File: src/rtl/stopwatch_pkg.sv
// Shared types and constants for the stopwatch time counter.
// Optional lap-hold feature in the top is enabled by STOPWATCH_LAP_HOLD_EN.
package stopwatch_pkg;

  typedef enum logic [1:0] {
    IDLE  = 2'd0,
    RUN   = 2'd1,
    PAUSE = 2'd2
  } state_e;

  localparam int unsigned DIG_W = 4;
  localparam logic [DIG_W-1:0] DIG_MAX_9 = 4'd9;
  localparam logic [DIG_W-1:0] DIG_MAX_5 = 4'd5;
  localparam int unsigned TICK_HZ = 10;

  typedef struct packed {
    logic [DIG_W-1:0] min_tens;
    logic [DIG_W-1:0] min_ones;
    logic [DIG_W-1:0] sec_tens;
    logic [DIG_W-1:0] sec_ones;
    logic [DIG_W-1:0] tenths;
  } bcd_time_t;

endpackage

File: src/rtl/stopwatch_time_counter_bcd_digit.sv
// One BCD digit of the time chain: counts 0..MAX, carries out when it rolls over.
module bcd_digit
  import stopwatch_pkg::*;
#(
  parameter logic [DIG_W-1:0] MAX = DIG_MAX_9
) (
  input  logic             clk,
  input  logic             reset,
  input  logic             inc,
  input  logic             clr,
  output logic [DIG_W-1:0] digit,
  output logic             carry
);

  logic [DIG_W-1:0] digit_q;
  logic [DIG_W-1:0] digit_d;
  logic             top_c;

  // Anything at or above MAX rolls to zero, so a corrupted digit self-heals.
  assign top_c = (digit_q >= MAX);
  assign carry = inc & top_c;

  always_comb begin
    digit_d = digit_q;
    if (clr) begin
      digit_d = '0;
    end else if (inc) begin
      digit_d = top_c ? '0 : digit_q + DIG_W'(1);
    end
  end

  always_ff @(posedge clk or posedge reset) begin
    if (reset) begin
      digit_q <= '0;
    end else begin
      digit_q <= digit_d;
    end
  end

  assign digit = digit_q;

endmodule

File: src/rtl/stopwatch_time_counter.sv
// Stopwatch MM:SS.t BCD time counter with run/pause/clear control.
// Define STOPWATCH_LAP_HOLD_EN to add the lap freeze and the lap_active output.
module stopwatch_time_counter
  import stopwatch_pkg::*;
#(
  parameter bit WRAP       = 1'b1,
  parameter bit TICK_CHECK = 1'b0
) (
  input  logic             clk,
  input  logic             reset,
  input  logic             tick_in,
  input  logic             start_stop_btn,
  input  logic             clear_btn,
  input  logic             lap_btn,
  output logic [DIG_W-1:0] tenths,
  output logic [DIG_W-1:0] sec_ones,
  output logic [DIG_W-1:0] sec_tens,
  output logic [DIG_W-1:0] min_ones,
  output logic [DIG_W-1:0] min_tens,
  output logic             running,
  output logic             ovf
`ifdef STOPWATCH_LAP_HOLD_EN
  ,
  output logic             lap_active
`endif
);

  state_e state_q, state_d;
  logic   running_q, running_d;
  logic   ovf_q, ovf_d;
  logic   start_q, clear_q, tick_q;

  logic   start_edge_c, clear_edge_c, count_c;
  logic   tick_inc_c, clr_c, sat_c, at_max_c;
  logic   c_tenths, c_sec_ones, c_sec_tens, c_min_ones, c_min_tens;

  bcd_time_t live_c;
  bcd_time_t disp_c;

  assign start_edge_c = start_stop_btn & ~start_q;
  assign clear_edge_c = clear_btn & ~clear_q;
  assign count_c      = tick_in & (TICK_CHECK ? ~tick_q : 1'b1);

  assign at_max_c = (live_c.tenths   == DIG_MAX_9) && (live_c.sec_ones == DIG_MAX_9) &&
                    (live_c.sec_tens == DIG_MAX_5) && (live_c.min_ones == DIG_MAX_9) &&
                    (live_c.min_tens == DIG_MAX_5);

  // Digit chain, tenths first; every carry resolves in the same cycle.
  bcd_digit #(.MAX(DIG_MAX_9)) u_tenths (
    .clk(clk), .reset(reset), .inc(tick_inc_c), .clr(clr_c),
    .digit(live_c.tenths), .carry(c_tenths)
  );
  bcd_digit #(.MAX(DIG_MAX_9)) u_sec_ones (
    .clk(clk), .reset(reset), .inc(c_tenths), .clr(clr_c),
    .digit(live_c.sec_ones), .carry(c_sec_ones)
  );
  bcd_digit #(.MAX(DIG_MAX_5)) u_sec_tens (
    .clk(clk), .reset(reset), .inc(c_sec_ones), .clr(clr_c),
    .digit(live_c.sec_tens), .carry(c_sec_tens)
  );
  bcd_digit #(.MAX(DIG_MAX_9)) u_min_ones (
    .clk(clk), .reset(reset), .inc(c_sec_tens), .clr(clr_c),
    .digit(live_c.min_ones), .carry(c_min_ones)
  );
  bcd_digit #(.MAX(DIG_MAX_5)) u_min_tens (
    .clk(clk), .reset(reset), .inc(c_min_ones), .clr(clr_c),
    .digit(live_c.min_tens), .carry(c_min_tens)
  );

  // Control FSM: a saturating overflow suppresses the increment and pauses.
  always_comb begin
    state_d    = state_q;
    tick_inc_c = 1'b0;
    clr_c      = 1'b0;
    sat_c      = 1'b0;
    case (state_q)
      IDLE: begin
        if (start_edge_c) state_d = RUN;
      end
      RUN: begin
        if (count_c) begin
          if (at_max_c && !WRAP) begin
            sat_c   = 1'b1;
            state_d = PAUSE;
          end else begin
            tick_inc_c = 1'b1;
          end
        end
        if (start_edge_c) state_d = PAUSE;
      end
      PAUSE: begin
        if (clear_edge_c) begin
          state_d = IDLE;
          clr_c   = 1'b1;
        end else if (start_edge_c) begin
          state_d = RUN;
        end
      end
      default: state_d = IDLE;
    endcase
  end

  always_comb begin
    running_d = (state_d == RUN);
    ovf_d     = ovf_q;
    if (clr_c) begin
      ovf_d = 1'b0;
    end else if (c_min_tens || sat_c) begin
      ovf_d = 1'b1;
    end
  end

  always_ff @(posedge clk or posedge reset) begin
    if (reset) begin
      state_q   <= IDLE;
      running_q <= 1'b0;
      ovf_q     <= 1'b0;
      start_q   <= 1'b0;
      clear_q   <= 1'b0;
      tick_q    <= 1'b0;
    end else begin
      state_q   <= state_d;
      running_q <= running_d;
      ovf_q     <= ovf_d;
      start_q   <= start_stop_btn;
      clear_q   <= clear_btn;
      tick_q    <= tick_in;
    end
  end

`ifdef STOPWATCH_LAP_HOLD_EN
  logic      lap_q;
  logic      lap_edge_c;
  logic      lap_active_q, lap_active_d;
  bcd_time_t hold_q, hold_d;

  assign lap_edge_c = lap_btn & ~lap_q;

  // Freeze captures the time shown before this cycle's tick lands.
  always_comb begin
    lap_active_d = lap_active_q;
    hold_d       = hold_q;
    if (clr_c) begin
      lap_active_d = 1'b0;
    end else if (lap_edge_c && (state_q == RUN)) begin
      lap_active_d = ~lap_active_q;
      if (!lap_active_q) hold_d = live_c;
    end
  end

  always_ff @(posedge clk or posedge reset) begin
    if (reset) begin
      lap_q        <= 1'b0;
      lap_active_q <= 1'b0;
      hold_q       <= '0;
    end else begin
      lap_q        <= lap_btn;
      lap_active_q <= lap_active_d;
      hold_q       <= hold_d;
    end
  end

  assign disp_c     = lap_active_q ? hold_q : live_c;
  assign lap_active = lap_active_q;
`else
  logic unused_lap_c;
  assign unused_lap_c = lap_btn;
  assign disp_c       = live_c;
`endif

  assign tenths   = disp_c.tenths;
  assign sec_ones = disp_c.sec_ones;
  assign sec_tens = disp_c.sec_tens;
  assign min_ones = disp_c.min_ones;
  assign min_tens = disp_c.min_tens;
  assign running  = running_q;
  assign ovf      = ovf_q;

endmodule

File: config.mk
export PLATFORM = sky130hd
export DESIGN_NAME = stopwatch_time_counter
export DESIGN_NICKNAME = d
export VERILOG_FILES = /design/src/rtl/stopwatch_pkg.sv /design/src/rtl/stopwatch_time_counter_bcd_digit.sv /design/src/rtl/stopwatch_time_counter.sv
export SDC_FILE = /design/constraint.sdc
export NUM_CORES = 1
export LEC_CHECK = 0
export ABC_CLOCK_PERIOD_IN_PS = 1800
export BUFFER_PORTS_ARGS = -buffer_cell sky130_fd_sc_hd__buf_4
export CORE_ASPECT_RATIO = 1.5
export CORE_MARGIN = 3
export CORE_UTILIZATION = 58
export CTS_BUF_LIST = sky130_fd_sc_hd__clkbuf_8
export DETAILED_ROUTE_END_ITERATION = 6
export PLACE_DENSITY = 0.82
export RECOVER_POWER = 100
export REMOVE_ABC_BUFFERS = 1
export SYNTH_ARGS = -nofsm -noshare
export SYNTH_HDL_FRONTEND = slang
export SYNTH_SLANG_ARGS = --single-unit
File: constraint.sdc
create_clock -name clk -period 1.8 [get_ports clk]
set_input_delay 0.36 -clock clk [delete_from_list [all_inputs] [get_ports clk]]
set_output_delay 0.36 -clock clk [all_outputs]
set_load 0.1 [all_outputs]
==> flow_metrics.py, run 1 <==
metrics = {
    "run_status": {
        "status": "finished clean",
    },
    "detailed_routing": {
        "vias_per_cell": 6.115,
        "route.detailed.drc": 0,
        "post_drt_wl_per_cell_um": 17.30,
        "route.vias.total": 1486,
        "drtIter0Drc": 33,
        "antenna_violating_nets_post_route": 0,
        "drtPass1Iterations": 4,
        "totalWireLength_um": 4203,
    },
    "layout": {
        "design.final.nets": 230,
        "final_util_pct": 77.27,
        "final-seq-area_sq_um": 653.1,
        "final.fill_count": 198,
        "synthToLayoutAreaGrowth_pct": 21.24,
        "most_common_cell_after_layout_fill_and_taps_aside": "sky130_fd_sc_hd__dfrtp_1",
        "insertedDiodeCount": 0,
        "final_cell_count_without_fillers": 243,
        "multi_input_comb_area_sq_um": 917.1,
        "layout.cells.most_common_list": "sky130_fd_sc_hd__dfrtp_1 (24), sky130_fd_sc_hd__clkbuf_2 (22), sky130_fd_sc_hd__a21oi_1 (15), sky130_fd_sc_hd__buf_4 (14), sky130_fd_sc_hd__ha_1 (12)",
        "drive_above_1_share_pct": 31.40,
    },
    "clock_tree": {
        "clock_latency_ns": 0.28,
        "cts.htree.levels": 1,
        "tritoncts.num_buffers": 3,
        "clkSlewWorstSetupHoldPaths_ns": 0.09,
        "clockRootBuffer": "sky130_fd_sc_hd__clkbuf_8",
        "cts_num_sinks": 26,
        "max_clock_buf_depth": 2,
        "tritoncts": "done",
        "cts_hold_buffers": 0,
    },
    "place": {
        "place_inst": 236,
        "hpwl_um": 2780,
        "gp_congestion": 0.8791,
        "io_buffer_count": 26,
        "pre_cts_ws_ns": 0.03896,
    },
    "setup_path": {
        "critical_path_capture_point_type": "flop",
        "criticalPathCategory": "reg -> reg",
        "cp_data_required_time_ns": 1.95,
        "data_arrival_time_of_the_critical_path_ns": 1.90,
        "r2r_cells": 6,
        "critPathMaxFanout": 5,
        "cp-start-kind": "flop",
    },
    "pwr": {
        "power.static_leakage_nw": 0.8966,
        "power.total_w": 0.002659,
        "power_switching_w": 0.001431,
        "sequentialPowerShare_pct": 30.9,
        "power_report.internal_total_w": 0.001228,
        "power.density_nw_per_um2": 1344,
        "power_frac_clock_pct": 12.5,
        "p_comb_share_pct": 56.5,
        "swShare_pct": 53.82,
        "max_ir_drop_vdd_mv": 1.358,
    },
    "logic_synthesis": {
        "dominant_cell_type_by_area_after_synthesis": "sky130_fd_sc_hd__dfrtp_1",
        "synth.top_cells.by_area": "sky130_fd_sc_hd__dfrtp_1 (40%), sky130_fd_sc_hd__ha_1 (12%), sky130_fd_sc_hd__a21oi_1 (4.9%)",
        "synth_seq_cells": 26,
        "netlist.area_leader.share_pct": 39.88,
        "synth.avg_cell_area_sq_um": 9.654,
        "netlist_area_sq_um": 1632,
        "dominantRegCellSynth": "sky130_fd_sc_hd__dfrtp_1",
        "yosysSeqAreaShare_pct": 39.88,
        "postSynthCellCount": 169,
        "async_set_or_reset_flop_fraction_in_the_synthesized_netlist_pct": 100.0,
        "post_synth_num_cell_types": 46,
        "synth.yosys.warnings": 0,
        "synth_enable_flop_cells": 0,
    },
    "grt": {
        "grt_first_pass_wirelength_um": 6582,
        "vias_in_the_first_global_route": 1464,
        "antenna_found_initial": 0,
        "global_route.usage.total_pct": 23.93,
        "grt_start_max_net_pins": 27,
        "gr-total-overflow": 0,
    },
    "floorplanning": {
        "floorplan.initialDensity_pct": 63.73,
        "floorplan.rows": 22,
        "design.core.area_sq_um": 2560,
        "io_pins": 28,
        "dieArea_sq_um": 3499,
        "die-height_um": 70.96,
        "chip_width_um": 49.31,
    },
    "timing": {
        "finalSetupViolCount": 0,
        "max_freq_mhz": 572.5,
        "final_period_minus_worst_setup_slack_ns": 1.747,
        "timing.final.hold_violations": 0,
        "transition_time_of_the_tightest_slew_check_pin_ns": 1.412,
        "timing.max_slew.rel_slack_pct": 5.873,
        "final.setup.worst_slack_ns": 0.05336,
        "tns_ns": 0,
        "skew_ns": 0.01038,
        "maxSlewViolCount": 0,
        "post-route-period-util_pct": 97.04,
    },
    "worst_hold_path": {
        "path_category_of_the_worst_min_delay_check": "in -> reg",
        "hold_path_depth": 1,
    },
    "job": {
        "count_of_max_cap_constraint_violations": 0,
    },
}
cells in the mapped netlist (3+ instances only):
master                     number
sky130_fd_sc_hd__nor2b_1        3
sky130_fd_sc_hd__nor2_1         6
sky130_fd_sc_hd__nand2b_1       4
sky130_fd_sc_hd__or3b_4         3
sky130_fd_sc_hd__ha_1          15
sky130_fd_sc_hd__nor3_1         3
sky130_fd_sc_hd__a211oi_1       6
sky130_fd_sc_hd__nand4_1        8
sky130_fd_sc_hd__nand2_1        8
sky130_fd_sc_hd__dfrtp_1       26
sky130_fd_sc_hd__o21ai_0        5
sky130_fd_sc_hd__nand3_1        6
sky130_fd_sc_hd__o31ai_1        6
sky130_fd_sc_hd__a21oi_1       16
sky130_fd_sc_hd__inv_1         14
sky130_fd_sc_hd__nor4_1         3
layer usage:
metal	global-route usage [%]	vias to the layer above	wire (um)
met2	42.99	47	2317
met5	0	-	0
met1	27.11	736	1628
li1	-	696	-
met3	3.368	7	184
met4	12.03	0	73
critical path, stage by stage (launching register included):
cell and delay, ns:
sky130_fd_sc_hd__dfrtp_1 0.44, sky130_fd_sc_hd__inv_2 0.05, sky130_fd_sc_hd__ha_2 0.18, sky130_fd_sc_hd__or3b_4 0.25
sky130_fd_sc_hd__nand4_1 0.26, sky130_fd_sc_hd__nor4_1 0.33, sky130_fd_sc_hd__o22ai_1 0.10
repair_timing:
| action | CTS | global route |
|---|---|---|
| setup buffers | 0 | 5 |
| endpoints found under the setup margin | 3 | 16 |
| pin swaps | 0 | 8 |
| gates cloned | 0 | 0 |
| gates resized for setup | 1 | 14 |
flip-flops by register name (all words and copies together), names as in the netlist:
name / flops
u_min_ones.digit: 4
u_min_tens.digit: 4
u_sec_ones.digit: 4
u_sec_tens.digit: 4
u_tenths.digit: 4
state_q: 2
clear_q: 1
ovf: 1
running: 1
start_q: 1
cell type report:
type / instances / area share (%)
multi-input combinational: 121 / 46.36
sequential: 26 / 33.02
timing repair buffer: 42 / 13.41
inverter: 15 / 2.846
tap: 36 / 2.277
clock buffer: 3 / 2.087
cells by family after synthesis:
| logic type | count (synthesis) | synth area share (%) |
|---|---|---|
| adders and majority gates | 15 | 11.50 |
| and+or+nand+nor | 57 | 22.24 |
| muxes | 1 | 0.6135 |
| DFF | 26 | 39.88 |
| buffers and inverters | 22 | 6.288 |
| AOI/OAI and AO/OA | 48 | 19.48 |
power by group through the flow:
| stage | sequential, W | clock (W) | combinational [W] |
|---|---|---|---|
| final | 0.000823 | 0.000333 | 0.00150 |
| after detailed placement | 0.000818 | 0 | 0.00150 |
| after global routing | 0.000835 | 0.000352 | 0.00160 |
| after floorplan | 0.00149 | 0 | 0.000447 |
| after global placement | 0.000811 | 0 | 0.00146 |
| after CTS | 0.000810 | 0.000339 | 0.00151 |
worst paths after layout:
path                                      from                  end  slack, ns
setup / recovery           u_min_ones.digit[0]  u_min_tens.digit[2]       0.05
hold / removal                       clear_btn              clear_q       0.21
setup reg to reg           u_min_ones.digit[0]  u_min_tens.digit[2]       0.05
hold reg to reg                            ovf                  ovf       0.50
max in group asynchronous                reset  u_sec_tens.digit[0]       0.33
min in group asynchronous                reset  u_min_ones.digit[0]       0.55
metrics by stage:
step | hold slack [ns] | instance area, sq um
floorplan | 0.3914 | 1585
global placement | 0.4412 | 1916
detailed placement | 0.4417 | 1916
CTS | 0.1392 | 1961
global route | 0.2199 | 1978
finish | 0.2095 | 1978
Power figures use the tool's default switching activity.
==> run 2, diff against run 1 <==
Settings changed: CORE_MARGIN 3 to not set, GPL_ROUTABILITY_DRIVEN set to 0.
==> run 2 against run 1 <==
Compared with the run above: clock power rose by 14%; die area fell by 13%; count of clock-buffer cells in the layout grew 1; total power grew 4.8%; sequential power increased by 3.5%; core utilization decreased by 0.32 points; cell count grew 0.82%; sequential share of layout area is 1.3 points lower; sequential cell count stayed put; via count rose by 1.3%; first-iteration DRC count rose by 97%; register-to-register slack got worse by 0.03 ns; critical path type unchanged; largest cell class unchanged.
==> flow_metrics.py, run 2 (synthesis gave the netlist of run 1 again) <==
metrics = {
    "timing": {
        "post-route-period-util_pct": 98.68,
        "finalSetupViolCount": 0,
        "timing.final.hold_violations": 0,
        "holdWs_ns": 0.2253,
        "timing.max_slew.rel_slack_pct": 5.000,
        "skew_ns": 0.005732,
        "transition_time_of_the_tightest_slew_check_pin_ns": 1.425,
        "max_freq_mhz": 563.0,
        "final_period_minus_worst_setup_slack_ns": 1.776,
        "maxSlewViolCount": 0,
    },
    "setup_path": {
        "criticalPathCategory": "reg -> reg",
        "cp_data_required_time_ns": 1.94,
        "critical-path-slowest-cell": "sky130_fd_sc_hd__dfrtp_1",
        "max_stage_delay_ns": 0.41,
        "cp-start-kind": "flop",
        "r2r_slack_ns": 0.02,
        "crit-reg2reg-launch": "u_min_ones.digit[0]",
        "critPathMaxFanout": 5,
        "path_cells": "inv_1 > ha_1 > or3b_4 > nand4_1 > o31ai_1 > a21oi_1",
        "cp.buffers_inverters": 1,
        "critical_path_capture_point_type": "flop",
        "r2r_end": "u_min_tens.digit[1]",
        "r2r_cells": 6,
        "data_arrival_time_of_the_critical_path_ns": 1.92,
        "crit_family": "simple AND/OR/NAND/NOR gates",
    },
    "floorplanning": {
        "dieArea_sq_um": 3034,
        "io_pins": 28,
        "floorplan.initialDensity_pct": 60.96,
        "floorplan.rows": 23,
        "design.core.area_sq_um": 2676,
        "die-height_um": 66.96,
        "chip_width_um": 45.31,
    },
    "layout": {
        "drive_above_1_share_pct": 32.69,
        "final-seq-area_sq_um": 653.1,
        "multi_input_comb_area_sq_um": 944.7,
        "synthToLayoutAreaGrowth_pct": 26.23,
        "final.fill_count": 189,
        "final_util_pct": 76.95,
        "layout.cells.most_common_list": "sky130_fd_sc_hd__buf_4 (31), sky130_fd_sc_hd__dfrtp_1 (24), sky130_fd_sc_hd__a21oi_1 (16), sky130_fd_sc_hd__ha_1 (12), sky130_fd_sc_hd__inv_1 (11)",
        "most_common_cell_after_layout_fill_and_taps_aside": "sky130_fd_sc_hd__buf_4",
        "design.final.nets": 230,
        "insertedDiodeCount": 0,
    },
    "pwr": {
        "power_switching_w": 0.001466,
        "max_ir_drop_vdd_mv": 0.8905,
        "power_frac_clock_pct": 13.6,
        "power.density_nw_per_um2": 1354,
        "power_report.internal_total_w": 0.001321,
        "sequentialPowerShare_pct": 30.6,
        "power.static_leakage_nw": 0.9175,
        "p_comb_share_pct": 55.8,
        "swShare_pct": 52.60,
    },
    "grt": {
        "grt_first_pass_wirelength_um": 6327,
        "gr-total-overflow": 0,
        "global_route.usage.total_pct": 28.61,
        "antenna_found_initial": 0,
        "grt_start_max_net_pins": 27,
        "vias_in_the_first_global_route": 1445,
    },
    "place": {
        "hpwl_um": 2823,
        "io_buffer_count": 26,
    },
    "clock_tree": {
        "cts.htree.levels": 1,
        "max_clock_buf_depth": 2,
        "cts_hold_buffers": 0,
        "clockRootBuffer": "sky130_fd_sc_hd__clkbuf_8",
        "clock_latency_ns": 0.27,
        "tritoncts.num_buffers": 3,
        "clkSlewWorstSetupHoldPaths_ns": 0.09,
        "cts_num_sinks": 26,
        "tritoncts": "done",
    },
    "detailed_routing": {
        "drtIter0Drc": 65,
        "route.detailed.drc": 0,
        "post_drt_wl_per_cell_um": 17.54,
        "drtPass1Iterations": 4,
        "totalWireLength_um": 4298,
        "antenna_violating_nets_post_route": 0,
        "vias_per_cell": 6.143,
        "route.vias.total": 1505,
    },
    "worst_hold_path": {
        "path_category_of_the_worst_min_delay_check": "in -> reg",
        "hold_path_depth": 1,
        "hold_path.startpoint": "clear_btn",
        "hold_path_end": "clear_q",
    },
    "job": {
        "count_of_max_cap_constraint_violations": 0,
    },
    "run_status": {
        "status": "finished clean",
    },
}
-- run 2: stage by stage --
step	setup WS, ns	setup TNS (ns)	instances	power (W)	area [sq um]
6_report	0.02369	0	245	0.002788	2059
5_1_grt	-0.05591	-0.1887	245	0.002936	2059
4_1_cts	0.01758	0	239	0.002660	1962
3_5_place_dp	0.02544	0	235	0.002262	1902
3_3_place_gp	0.08280	0	235	0.002209	1902
2_1_floorplan	-0.7228	-10.86	162	0.001936	1585
-- run 2: cell type report --
cell class	instances	share of cell area [%]
tap	37	2.248
multi-input combinational	122	45.87
timing repair buffer	41	14.76
clock buffer	4	2.673
sequential	26	31.71
inverter	15	2.734
-- run 2: worst max-delay path by stage --
stage                     slack [ns]  depth (start not counted)                 from                  end
final                           0.02                          6  u_min_ones.digit[0]  u_min_tens.digit[1]
after global routing           -0.06                          7    u_tenths.digit[0]  u_sec_ones.digit[0]
after CTS                       0.02                          6    u_tenths.digit[0]  u_min_ones.digit[3]
after detailed placement        0.03                          7    u_tenths.digit[0]  u_sec_ones.digit[3]
after global placement          0.08                          7    u_tenths.digit[0]  u_sec_ones.digit[3]
after floorplan                -0.72                          6    u_tenths.digit[0]  u_min_ones.digit[2]
-- run 2: what timing repair did --
item	in CTS	in global routing
buffers inserted	0	5
endpoints found under the setup margin	1	12
pin swaps	0	7
cloned	0	1
resized for setup	1	20
-- run 2: power groups by stage --
| stage | Combinational (W) | Clock [W] | Sequential, W |
|---|---|---|---|
| after floorplan | 0.000447 | 0 | 0.00149 |
| final | 0.00156 | 0.000380 | 0.000852 |
| after detailed placement | 0.00143 | 0 | 0.000835 |
| after global routing | 0.00165 | 0.000413 | 0.000868 |
| after CTS | 0.00144 | 0.000393 | 0.000826 |
| after global placement | 0.00139 | 0 | 0.000822 |
-- run 2: layer usage --
layer	track usage, %	wire length, um	up-vias
met4	14.02	99	0
met1	31.37	1586	726
met2	51.81	2434	61
li1	-	-	703
met3	3.523	177	15
met5	0	0	-
